<file path="src/rtl/crc_pkg.sv">
// Shared CRC-6 definitions for the serial CRC transmitter and its matching receiver/checker.
// Both ends must call crc6() from here so that they always agree on the polynomial.
package crc_pkg;

    localparam int CRC_W      = 6;
    localparam int DATA_W     = 8;
    localparam int FRAME_BITS = 16;

    typedef enum logic [2:0] {
        ST_IDLE  = 3'd0,
        ST_START = 3'd1,
        ST_DATA  = 3'd2,
        ST_CRC   = 3'd3,
        ST_STOP  = 3'd4
    } tx_state_e;

    // The seed is already folded into the inverted terms, so no register initialisation is needed.
    function automatic logic [CRC_W-1:0] crc6(input logic [DATA_W-1:0] d);
        logic [CRC_W-1:0] c;
        c[0] = ~(d[5] ^ d[2] ^ d[1] ^ d[0]);
        c[1] =   d[6] ^ d[5] ^ d[3] ^ d[0];
        c[2] =   d[7] ^ d[6] ^ d[5] ^ d[4] ^ d[2] ^ d[0];
        c[3] =   d[7] ^ d[6] ^ d[3] ^ d[2] ^ d[0];
        c[4] = ~(d[7] ^ d[4] ^ d[3] ^ d[1]);
        c[5] = ~(d[4] ^ d[1] ^ d[0]);
        return c;
    endfunction

endpackage

</file>
<file path="src/rtl/gen_crc_tx_if.sv">
// Byte-in handshake and serial-out status bundle of the CRC transmitter.
// The producer uses the master modport and the transmitter uses the slave modport.
interface gen_crc_tx_if;
    import crc_pkg::*;

    logic [DATA_W-1:0] d_in;
    logic              d_valid;
    logic              d_ready;
    logic              tx_out;
    logic [CRC_W-1:0]  tx_crc;
    logic              tx_busy;
    logic              tx_done;

    modport master (
        output d_in, d_valid,
        input  d_ready, tx_out, tx_crc, tx_busy, tx_done
    );

    modport slave (
        input  d_in, d_valid,
        output d_ready, tx_out, tx_crc, tx_busy, tx_done
    );

endinterface

</file>
<file path="src/rtl/gen_crc_tx_bit_timer.sv">
// Per-bit cycle counter: it counts 0..CLKS_PER_BIT-1 while enabled and flags the last cycle of each bit.
// While disabled it is held at zero, so the first bit of a frame always gets a full period.
module bit_timer #(
    parameter int CLKS_PER_BIT = 4
) (
    input  logic clk,
    input  logic rst_n,
    input  logic en,
    output logic bit_tick
);

    localparam int              CNT_W    = 8;
    localparam logic [CNT_W-1:0] CNT_LAST = CNT_W'(CLKS_PER_BIT - 1);

    logic [CNT_W-1:0] cnt_q;
    logic [CNT_W-1:0] cnt_d;

    always_comb begin
        cnt_d    = '0;
        bit_tick = 1'b0;
        if (en) begin
            if (cnt_q == CNT_LAST) begin
                bit_tick = 1'b1;
            end else begin
                cnt_d = cnt_q + 1'b1;
            end
        end
    end

    always_ff @(posedge clk or negedge rst_n) begin
        if (!rst_n) begin
            cnt_q <= '0;
        end else begin
            cnt_q <= cnt_d;
        end
    end

endmodule

</file>
<file path="src/rtl/gen_crc_tx.sv">
// Serial transmitter that sends one byte per frame: start, d[0..7], crc[0..5], stop, LSB first.
// Every output is registered, so the start bit appears on the same edge that accepts the byte.
//
// state    | meaning
// ---------+--------------------------------------------------------
// ST_IDLE  | line high, ready to accept a byte
// ST_START | start bit (0) on the line
// ST_DATA  | data bits d[0]..d[7], bit_idx selects the current bit
// ST_CRC   | CRC bits crc[0]..crc[5], bit_idx selects the current bit
// ST_STOP  | stop bit (1); tx_done pulses on the way back to idle
module gen_crc_tx
    import crc_pkg::*;
#(
    parameter int CLKS_PER_BIT = 4
) (
    input  logic         clk,
    input  logic         rst_n,
    gen_crc_tx_if.slave  bus
);

    tx_state_e         state_q, state_d;
    logic [DATA_W-1:0] data_q, data_d;
    logic [CRC_W-1:0]  crc_q, crc_d;
    logic [2:0]        bit_idx_q, bit_idx_d;
    logic              tx_out_q, tx_out_d;
    logic              ready_q, ready_d;
    logic              busy_q, busy_d;
    logic              done_q, done_d;

    logic              timer_en;
    logic              bit_tick;

    assign timer_en = (state_q != ST_IDLE);

    bit_timer #(
        .CLKS_PER_BIT (CLKS_PER_BIT)
    ) u_bit_timer (
        .clk      (clk),
        .rst_n    (rst_n),
        .en       (timer_en),
        .bit_tick (bit_tick)
    );

    always_comb begin
        state_d   = state_q;
        data_d    = data_q;
        crc_d     = crc_q;
        bit_idx_d = bit_idx_q;
        tx_out_d  = tx_out_q;
        ready_d   = ready_q;
        busy_d    = busy_q;
        done_d    = 1'b0;

        unique case (state_q)
            ST_IDLE: begin
                // ready_q is low for the first idle cycle after reset, so no byte is taken before it rises.
                if (bus.d_valid && ready_q) begin
                    state_d   = ST_START;
                    data_d    = bus.d_in;
                    crc_d     = crc6(bus.d_in);
                    bit_idx_d = 3'd0;
                    tx_out_d  = 1'b0;
                    ready_d   = 1'b0;
                    busy_d    = 1'b1;
                end else begin
                    ready_d   = 1'b1;
                    tx_out_d  = 1'b1;
                end
            end

            ST_START: begin
                if (bit_tick) begin
                    state_d   = ST_DATA;
                    bit_idx_d = 3'd0;
                    tx_out_d  = data_q[0];
                end
            end

            ST_DATA: begin
                if (bit_tick) begin
                    if (bit_idx_q == 3'd7) begin
                        state_d   = ST_CRC;
                        bit_idx_d = 3'd0;
                        tx_out_d  = crc_q[0];
                    end else begin
                        bit_idx_d = bit_idx_q + 3'd1;
                        tx_out_d  = data_q[bit_idx_q + 3'd1];
                    end
                end
            end

            ST_CRC: begin
                if (bit_tick) begin
                    if (bit_idx_q == 3'd5) begin
                        state_d   = ST_STOP;
                        bit_idx_d = 3'd0;
                        tx_out_d  = 1'b1;
                    end else begin
                        bit_idx_d = bit_idx_q + 3'd1;
                        tx_out_d  = crc_q[bit_idx_q + 3'd1];
                    end
                end
            end

            ST_STOP: begin
                if (bit_tick) begin
                    state_d   = ST_IDLE;
                    bit_idx_d = 3'd0;
                    tx_out_d  = 1'b1;
                    ready_d   = 1'b1;
                    busy_d    = 1'b0;
                    done_d    = 1'b1;
                end
            end

            default: begin
                state_d   = ST_IDLE;
                bit_idx_d = 3'd0;
                tx_out_d  = 1'b1;
                ready_d   = 1'b0;
                busy_d    = 1'b0;
            end
        endcase
    end

    always_ff @(posedge clk or negedge rst_n) begin
        if (!rst_n) begin
            state_q   <= ST_IDLE;
            data_q    <= '0;
            crc_q     <= '0;
            bit_idx_q <= '0;
            tx_out_q  <= 1'b1;
            ready_q   <= 1'b0;
            busy_q    <= 1'b0;
            done_q    <= 1'b0;
        end else begin
            state_q   <= state_d;
            data_q    <= data_d;
            crc_q     <= crc_d;
            bit_idx_q <= bit_idx_d;
            tx_out_q  <= tx_out_d;
            ready_q   <= ready_d;
            busy_q    <= busy_d;
            done_q    <= done_d;
        end
    end

    assign bus.d_ready = ready_q;
    assign bus.tx_out  = tx_out_q;
    assign bus.tx_crc  = crc_q;
    assign bus.tx_busy = busy_q;
    assign bus.tx_done = done_q;

endmodule

</file>
<file path="src/flat_wrapper.sv">
// flat-port wrapper written by rule: the top's interface ports become plain ports
module gen_crc_tx_flat import crc_pkg::*;
#(
    parameter int CLKS_PER_BIT = 4
)
  (clk, rst_n, bus_d_in, bus_d_valid, bus_d_ready, bus_tx_out, bus_tx_crc, bus_tx_busy, bus_tx_done);
  gen_crc_tx_if bus_i ();
  input  logic clk;
  input  logic rst_n;
  input wire logic [$bits(bus_i.d_in)-1:0] bus_d_in;
  input wire logic [$bits(bus_i.d_valid)-1:0] bus_d_valid;
  output wire logic [$bits(bus_i.d_ready)-1:0] bus_d_ready;
  output wire logic [$bits(bus_i.tx_out)-1:0] bus_tx_out;
  output wire logic [$bits(bus_i.tx_crc)-1:0] bus_tx_crc;
  output wire logic [$bits(bus_i.tx_busy)-1:0] bus_tx_busy;
  output wire logic [$bits(bus_i.tx_done)-1:0] bus_tx_done;
  assign bus_i.d_in = bus_d_in;
  assign bus_i.d_valid = bus_d_valid;
  assign bus_d_ready = bus_i.d_ready;
  assign bus_tx_out = bus_i.tx_out;
  assign bus_tx_crc = bus_i.tx_crc;
  assign bus_tx_busy = bus_i.tx_busy;
  assign bus_tx_done = bus_i.tx_done;
  gen_crc_tx #(.CLKS_PER_BIT(CLKS_PER_BIT)) u_core (.clk(clk), .rst_n(rst_n), .bus(bus_i));
endmodule
</file>
<file path="config.mk">
export PLATFORM = sky130hd
export DESIGN_NAME = gen_crc_tx_flat
export DESIGN_NICKNAME = d
export VERILOG_FILES = /design/src/rtl/crc_pkg.sv /design/src/rtl/gen_crc_tx_if.sv /design/src/rtl/gen_crc_tx_bit_timer.sv /design/src/rtl/gen_crc_tx.sv /design/src/flat_wrapper.sv
export SDC_FILE = /design/constraint.sdc
export NUM_CORES = 1
export LEC_CHECK = 0
export BUFFER_PORTS_ARGS = -buffer_cell sky130_fd_sc_hd__buf_2
export CORE_ASPECT_RATIO = 1.4
export CORE_MARGIN = 2
export CORE_UTILIZATION = 60
export CTS_CLUSTER_DIAMETER = 200
export DETAILED_ROUTE_END_ITERATION = 7
export PLACE_DENSITY = 0.83
export REMOVE_ABC_BUFFERS = 1
export SLEW_MARGIN = 10
export SYNTH_ARGS = -nofsm -noshare
export SYNTH_HDL_FRONTEND = slang
export SYNTH_HIERARCHICAL = 1
export SYNTH_SLANG_ARGS = --single-unit
</file>
<file path="constraint.sdc">
create_clock -name clk -period 6.7 [get_ports clk]
set_clock_uncertainty 0.05 [all_clocks]
set_input_delay 1.675 -clock clk [delete_from_list [all_inputs] [get_ports clk]]
set_output_delay 1.675 -clock clk [all_outputs]
set_load 0.02 [all_outputs]
</file>
Yosys cells after proc, flatten, opt, wreduce, memory -nomap -nowiden
Cells that the tools add are included.
W data, S select, Z words.

cells by class
  $lt $le $gt $ge = 1
  $add $sub $neg = 2
  bitwise gates (word level) = 23
  reduce and logical (&&, ||, !) cells = 11
  mux-type cells = 36
  eq/ne operators = 15

operators with widths
  cell                   number
  $mux W3                12
  $xor A1 B1 Y1          19
  $mux W8                2
  $ne A2 B1 Y1 const B   8
  $mux W1                15
  $pmux W3 S5            1
  $pmux W3 S4            1
  $eq A3 B3 Y1 const B   3
  $add A8 B1 Y8 const B  1
  $eq A8 B2 Y1 const B   1
  $reduce_and A4 Y1      2
  $reduce_and A7 Y1      1
  $bmux W1 S3            2
  $eq A3 B2 Y1 const B   2
  $pmux W1 S3            2
  $pmux W1 S5            1
  $lt A3 B4 Y1 const B   1
  $not A1 Y1             4
  $reduce_and A2 Y1      2
  $add A3 B1 Y3 const B  1
  $eq A3 B1 Y1 const B   1
  $logic_not A3 Y1       1
  $reduce_and A3 Y1      1
  $reduce_bool A3 Y1     1
  3 further kinds        3

word-level totals
  word-level logic and storage cells = 97
  input bits = 11
  register bits = 32

Logic depth before layout (Yosys ltp)
Gate-level depths: netlist (run 1).

  depth after elaboration = 6
  mapped depth = 9
  mapped depth without buffers = 8

Modules after synthesis
The synthesis (run 1) kept the hierarchy.

modules (own cells, without submodules)
  module      instances  cells each  area an instance (µm²)  sequential area each (µm²)
  gen_crc_tx  1          150         1367.6                  601.8
  bit_timer   1          39          396.6                   200.2

Least setup slack after synthesis (run 1)
OpenSTA, ideal clock, no wires.

  path type = in2reg
  from = in bus_d_valid
  to = reg u_core.state_q[0]
  data required time = 6.584 ns
  cell stages on the path = 5
  path slack = 3.987 ns
  arrival = 2.598 ns
  buffers on the path = 0
  path through = nand2_1 -> o31ai_2 -> o21ai_2 -> or4b_1 -> nand2_1

on the way
  cells in the longest elaborated chain, start to end = 3

RTL lines
  what                         line                source
  start: declaration           flat_wrapper.sv:11  input wire logic [$bits(bus_i.d_valid)-1:0] bus_d_valid;
  $logic_and A1 B1 Y1          gen_crc_tx.sv:57    if (bus.d_valid && ready_q) begin
  $ne A2 B1 Y1 (no line)       --
  $reduce_and A7 Y1 (no line)  --
  end signal: assignment       gen_crc_tx.sv:137   state_q <= state_d;
  end: declaration             gen_crc_tx.sv:21    tx_state_e state_q, state_d;

No other way between the ends.
A chain may end at the register's enable or synchronous reset.

Worst setup path after layout (run 1)
  from = reg u_core.u_bit_timer.cnt_q[0]
  to = reg u_core.state_q[0]

on the way
  cells in the longest elaborated chain, start to end = 5

RTL lines
  what                           line                        source
  start: declaration             gen_crc_tx_bit_timer.sv:15  logic [CNT_W-1:0] cnt_q;
  start signal: assignment       gen_crc_tx_bit_timer.sv:34  cnt_q <= cnt_d;
  $eq A8 B2 Y1 *                 gen_crc_tx_bit_timer.sv:22  if (cnt_q == CNT_LAST) begin
  $mux W1 *                      gen_crc_tx_bit_timer.sv:22
  $mux W1 *                      gen_crc_tx_bit_timer.sv:21  if (en) begin
  named net u_core.bit_tick      gen_crc_tx.sv:31            logic bit_tick;
  $ne A2 B1 Y1 (no line)         --
  $reduce_and A7 Y1 (no line) *  --

Mark *: on every way through the listed nets, which the timed path passes. The rest lies on a longest branch.

==> metrics, run 1 <==
slowest stage cell, crit path nor3_1; CTS tree built; Synth area leaders dfrtp_1 44%, nand2_1 8.7%, xnor2_1 6.0%, o21ai_0 5.4%, ha_1 3.5%; placed cell areas roughly 1900 sq um; Clk Latency, worst-skew pair 0.29 ns; crit path cell chain ha_1 > or4b_4 > nor3_1 > o21ai_0 > o31ai_2 > o21ai_2 > or4b_1 > nand2_1; Pre-antenna DRT Iters 4; synthesized cell area roughly 1800 sq um; synth unique cells 38; layout cells sized above 1 17.7%; Die ar. between 3000 and 4000 sq um; total gr overflow 0; WHS Endpoint u_core/data_q[4]; Achievable Freq about 350 MHz; initial antenna violation count 0; H-tree Lvls 2; Post-DRT Antenna Nets 0; CP max FO 9; initial detailed-routing violation count 25; CTS clk-pin slew, worst paths roughly 0.06 ns; XOR/XNOR Fraction of Synth Area just under 9%; #FFs+latches synth 32; reg2reg setup slack ~3.8 ns; synth warn 6; period utilisation layout 43.2%; final instance area approximately 2000 sq um; Synth Area in Compound Gates a little over an eighth; gpl congestion about 0.85; Crit path arrival time approximately 3.1 ns; total CTS buffers 5; post-CTS repair timing setup buffer count 0; largest family of logic cells by synthesized area simple AND/OR/NAND/NOR gates; DIE HEIGHT roughly 68 um; unrepaired setup endpoints after global routing false; R2R cell count 8; Leakage approximately 0.92 nW; Hold WC Path Type reg -> reg; PD cells between 400 and 500 nW/um^2; Seq/Total Area, Yosys 45.5%; Worst IR Drop VDD 249 uV; Min-Delay Startpoint u_core/data_q[4]; worst reg2reg startpoint u_core/u_bit_timer/cnt_q[0]; Max-Slew Margin vs Limit 50.5%; Final Setup Violations 0; syn_area_per_cell about 9.3 sq um; Min Clock Period, post-route roughly 2.9 ns; Diodes inserted 0; vias in the first global route ~1300; largest net degree at the start of global routing 33; Routed WL 3330 um; post-synthesis mux area share between 4 and 5%; Worst Path Required between 6 and 7 ns; Clock Sinks 32; crit path kind reg -> reg; Total Neg Setup Slack 0 ns; worst slew pin tran 0.737 ns; CP Launch Type register; DR WL/cell approximately 14 um; max cap viols 0; Layout Nets 224; Synth area leader dfrtp_1; DRC 0; end of the worst register-to-register path u_core/state_q[0]; hold-fix buffer count after cts 0; Final Slew Violations 0; initial cell density of the core 62.6%; Fin. Hold Viols 0; Post-Synth Simple-Gate Area between 20 and 25%; Ports 21; Synth Instances 189; Setup crit end kind register; share of the synthesized area in the top cell type a little over two fifths; # resized after CTS 0; Die W between 40 and 50 um; via count ~1400; Hold Path Stages 2; port bufs 20; DR vias/cell about 5.6; DP Wirelength 2520 um; core area between 2000 and 3000 sq um; Area Growth Syn to Fin 12.6%; root buf cell clkbuf_8; status completed; global-route wire length before repair around 5800 um; Longest Clk Path Bufs 2; largest stage delay on the critical path between 0.6 and 0.7 ns; std cell rows 23; post-synthesis adder-cell area fraction under 10%; GRT Util Overall 23.0%
==> synthesized netlist by cell type <==
master	number
mux2_2	1
o32ai_1	1
o31ai_1	2
ha_1	5
nor3b_1	1
xor2_1	6
o31ai_2	1
dfstp_2	1
o21ai_2	1
mux2i_1	5
dfrtp_1	31
mux4_2	1
a21oi_1	7
or3_4	1
buf_2	5
a2111oi_1	1
nor4_1	2
and3_1	1
nand2_1	41
or2b_2	1
a211oi_1	1
xnor2_1	12
a31oi_1	2
or4b_1	1
nor2_1	12
nor2b_1	1
or2_1	1
o21ai_4	1
o31a_1	1
o21ai_0	19
clkbuf_1	1
nand4_1	2
nor3_1	4
or4b_4	1
nand3_1	3
buf_6	2
inv_1	6
or3_1	4
==> worst max-delay path by stage <==
stage | startpoint | end | slack, ns | cells after the start
after floorplan | bus_d_valid | u_core/state_q[0] | 3.99 | 5
after global placement | bus_d_valid | u_core/state_q[0] | 3.85 | 6
after detailed placement | bus_d_valid | u_core/state_q[0] | 3.82 | 6
after CTS | u_core/u_bit_timer/cnt_q[0] | u_core/state_q[0] | 3.81 | 8
after global routing | u_core/u_bit_timer/cnt_q[0] | u_core/state_q[0] | 3.43 | 8
final | u_core/u_bit_timer/cnt_q[0] | u_core/state_q[0] | 3.81 | 8
==> routing by layer <==
metal | up-vias | track usage (%) | wire, um
met5 | - | 0 | 0
met4 | 0 | 13.2 | 74
met3 | 8 | 6.11 | 137
met2 | 31 | 40.5 | 1760
met1 | 642 | 25.1 | 1360
li1 | 690 | - | -
==> worst max-delay path, delay by kind of cell, from the launching register on <==
kind	cells	cell delay (ns)
AND/OR/NAND/NOR	4	1.67
flip-flops	1	0.42
AO/OA/AOI/OAI	3	0.49
adder cells (fa/ha/maj)	1	0.21
==> cell families (layout without fill, tap and decap cells) <==
kind of cell               count (synthesis)  after routing
muxes                                      7              7
AOI/OAI and AO/OA                         37             37
buffers and inverters                     14             34
DFF                                       32             32
and+or+nand+nor                           76             76
xor gates and xnor gates                  18             18
adders and majority gates                  5              5
==> power by group <==
part | internal (mW) | switching (mW) | leakage, nW | total [mW]
registers | 0.260 | 0.0735 | 0.406 | 0.333
logic | 0.134 | 0.187 | 0.445 | 0.321
clock network | 0.131 | 0.0671 | 0.0645 | 0.198
==> flip-flops by register name (all words and copies together) (netlist names) <==
register,cells
u_core/bit_idx_q,3
u_core/bus.tx_done,1
u_core/data_q,8
u_core/bus.tx_busy,1
u_core/bus.tx_crc,6
u_core/bus.d_ready,1
u_core/bus.tx_out,1
u_core/state_q,3
u_core/u_bit_timer/cnt_q,8
==> stage by stage <==
step / setup WS [ns] / total power, mW / hold slack, ns / std cells / utilization [%]
after floorplan: 3.99 / 0.561 / 0.390 / 181 / -
after global placement: 3.85 / 0.636 / 0.408 / 238 / 65.9
after detailed placement: 3.82 / 0.656 / 0.412 / 238 / 65.9
after CTS: 3.81 / 0.859 / 0.427 / 246 / 70.4
after global routing: 3.43 / 0.916 / 0.458 / 246 / 70.4
final: 3.81 / 0.853 / 0.429 / 246 / 70.4
==> cell type report <==
cell class                      count  area (sq um)
Timing Repair Buffer               20           100
Multi-Input combinational cell    143           888
Clock buffer                        7          96.3
Inverter                            6          22.5
Sequential cell                    32           802
Clock inverter                      1          30.0
Tap cell                           37          46.3
Fill cell                         237           835
==> cells in the final DEF (no fill, tap or decap), drive strengths merged <==
| cell | count |
|---|---|
| o31a | 1 |
| or4b | 2 |
| o32ai | 1 |
| or3 | 5 |
| a2111oi | 1 |
| xor2 | 6 |
| nor3b | 1 |
| dfrtp | 31 |
| nor4 | 2 |
| mux2i | 5 |
| nor2 | 12 |
| bufinv | 1 |
| inv | 6 |
| buf | 20 |
| nand4 | 2 |
| dfstp | 1 |
| mux2 | 1 |
| or2 | 1 |
| nor2b | 1 |
| or2b | 1 |
| nand2 | 41 |
| o21ai | 21 |
| xnor2 | 12 |
| and3 | 1 |
| a31oi | 2 |
| mux4 | 1 |
| a21oi | 7 |
| a211oi | 1 |
| nand3 | 3 |
| clkbuf | 7 |
| ha | 5 |
| o31ai | 3 |
| nor3 | 4 |
No activity file was read; power rests on OpenSTA's default activity.
==> inputs of run 2 (changes only) <==
--- a/config.mk
+++ b/config.mk
@@ -8,10 +8,10 @@
 export BUFFER_PORTS_ARGS = -buffer_cell sky130_fd_sc_hd__buf_2
 export CORE_ASPECT_RATIO = 1.4
 export CORE_MARGIN = 2
-export CORE_UTILIZATION = 60
+export CORE_UTILIZATION = 57
 export CTS_CLUSTER_DIAMETER = 200
 export DETAILED_ROUTE_END_ITERATION = 7
-export PLACE_DENSITY = 0.83
+export PLACE_DENSITY = 0.79
 export REMOVE_ABC_BUFFERS = 1
 export SLEW_MARGIN = 10
 export SYNTH_ARGS = -nofsm -noshare
==> constraint.sdc (replaced) <==
create_clock -name clk -period 2.74 [get_ports clk]
set_clock_uncertainty 0.05 [all_clocks]
set_input_delay 0.685 -clock clk [delete_from_list [all_inputs] [get_ports clk]]
set_output_delay 0.685 -clock clk [all_outputs]
set_load 0.02 [all_outputs]
==> run 2 against run 1 <==
  * Total power rose by 130%
  * Sequential power rose by 140%
  * Routed wire length rose by 5.6%
  * Critical endpoint unchanged
  * Combinational power rose to 2.6 times the previous value
  * Design area fell by 0.44%
  * First-iteration DRC count rose by 140%
  * Die area rose by 4.9%
  * Highest routed layer unchanged
  * Critical path depth did not move
  * Register-to-register slack got worse by 3.6 ns
  * Maximum frequency rose by 16%
  * Clock-buffer cell count rose by 1
  * Clock power rose by 88%
==> metrics, run 2 (synthesis results as in run 1) <==
layout cells sized above 1 18.4%; Total Neg Setup Slack 0 ns; total CTS buffers 5; Diodes inserted 0; CTS tree built; hold-fix buffer count after cts 0; worst reg2reg startpoint u_core/u_bit_timer/cnt_q[0]; Die ar. about 3600 sq um; M1 GR Usage 26.7%; Worst Path Required between 2 and 3 ns; CP Launch Type register; busiest grt layer met2; gpl congestion 0.837; Final Setup Violations 0; Achievable Freq around 400 MHz; Fin. Hold Viols 0; Max-Slew Margin vs Limit 53.8%; final instance area just under 2000 sq um; unrepaired setup endpoints after global routing false; Leakage slightly above 0.9 nW; setup ws final roughly 0.26 ns; PD cells 1000 nW/um^2; critical path launch point u_core/u_bit_timer/cnt_q[0]; worst slew pin tran roughly 0.69 ns; met3 usage about 5.8%; placed cell areas roughly 1900 sq um; Setup crit end kind register; Layout Nets approximately 230; Ports 21; Post-DRT Antenna Nets 0; port bufs 20; CTS clk-pin slew, worst paths ~0.07 ns; vias in the first global route 1348; CP max FO 7; crit path kind reg -> reg; Net Switching 0.803 mW; DR vias/cell just under 6; H-tree Lvls 2; DIE HEIGHT roughly 70 um; pre-CTS WS ~0.1 ns; Final Slew Violations 0; Flop pwr share about two fifths; met2 usage between 30 and 40%; commonest cells after routing, fill and taps aside 41 x nand2_1, 31 x dfrtp_1, 20 x buf_2; DR WL/cell 14.1 um; initial detailed-routing violation count 60; Crit path arrival time 2.66 ns; max cap viols 0; post-CTS repair timing setup buffer count 0; initial antenna violation count 0; Clock Sinks 32; via count between 1000 and 1500; Clk Latency, worst-skew pair ~0.29 ns; initial cell density of the core around three fifths; Routed WL about 3500 um; Hold WC Path Type in -> async; total internal power 1.18 mW; most common cell after layout, fill and taps aside nand2_1; std cell rows 23; GRT Util Overall 23.5%; DP Wirelength roughly 2600 um; Pre-antenna DRT Iters 4; Longest Clk Path Bufs 2; period utilisation layout between 90% and 100%; largest net degree at the start of global routing 33; root buf cell clkbuf_8; Gate power share between 40% and 50%; total power a little under 2 mW; DRC 0; sw frac ~41%; global-route wire length before repair between 6000 and 7000 um; status completed; Area Growth Syn to Fin 12.1%; clock network power share 18.8%; total gr overflow 0; Worst IR Drop VDD around 730 uV; Min Clock Period, post-route ~2.5 ns; Die W between 50 and 60 um; core area a little under 3000 sq um
[run 2: changes by cell type in the layout (fill, tap and decap cells not counted), sizes merged]
| cell | delta |
|---|---|
| bufinv | -1 |
| clkbuf | +1 |
| buf | +3 |
[run 2: worst max-delay path: stages, from the launching register on]
cell and delay (ns):
dfrtp_1 0.41, ha_1 0.21, or4b_4 0.51, nor3_2 0.31
o21ai_0 0.17, o31ai_2 0.09, o21ai_2 0.13, or4b_1 0.47
nand2_1 0.07
[run 2: layout make-up]
cell class,instances,area (sq um)
Multi-Input combinational cell,143,893
Timing Repair Buffer,23,123
Inverter,6,22.5
Tap cell,37,46.3
Clock buffer,8,90.1
Fill cell,240,930
Sequential cell,32,802
[run 2: power groups by stage]
stage	Sequential [mW]	Combinational [mW]	Clock (mW)
after floorplan	0.847	0.525	0
after detailed placement	0.800	0.816	0
after CTS	0.791	0.822	0.385
final	0.790	0.820	0.373
after global placement	0.785	0.802	0
after global routing	0.818	0.934	0.404
[run 2: per-stage QoR]
step	hold WS (ns)	cells	util, %
finish	0.387	249	68.0
global route	0.439	249	68.0
CTS	0.402	249	67.8
detailed placement	0.410	241	64.7
global placement	0.409	241	64.7
floorplan	0.339	181	-
[run 2: path summary, 6_finish.rpt]
path	to	slack (ns)	cells past startpoint
min	u_core/u_bit_timer/cnt_q[5]	0.39	1
max reg2reg	u_core/state_q[0]	0.26	8
min in group clk	u_core/data_q[6]	0.43	2
max	u_core/state_q[0]	0.26	8
min reg2reg	u_core/data_q[6]	0.43	2
max in group asynchronous	u_core/bus.tx_crc[1]	1.81	1
[run 2: timing repair]
item | CTS | global route
endpoints found under the setup margin | 0 | 1
hold endpoints to repair | 0 | 0
gates resized for setup | 0 | 1
[run 2: metal layers]
layer  up-vias  wire (um)
met5         -          0
met1       712       1440
met2        35       1810
met4         0        104
li1        693          -
met3         9        159
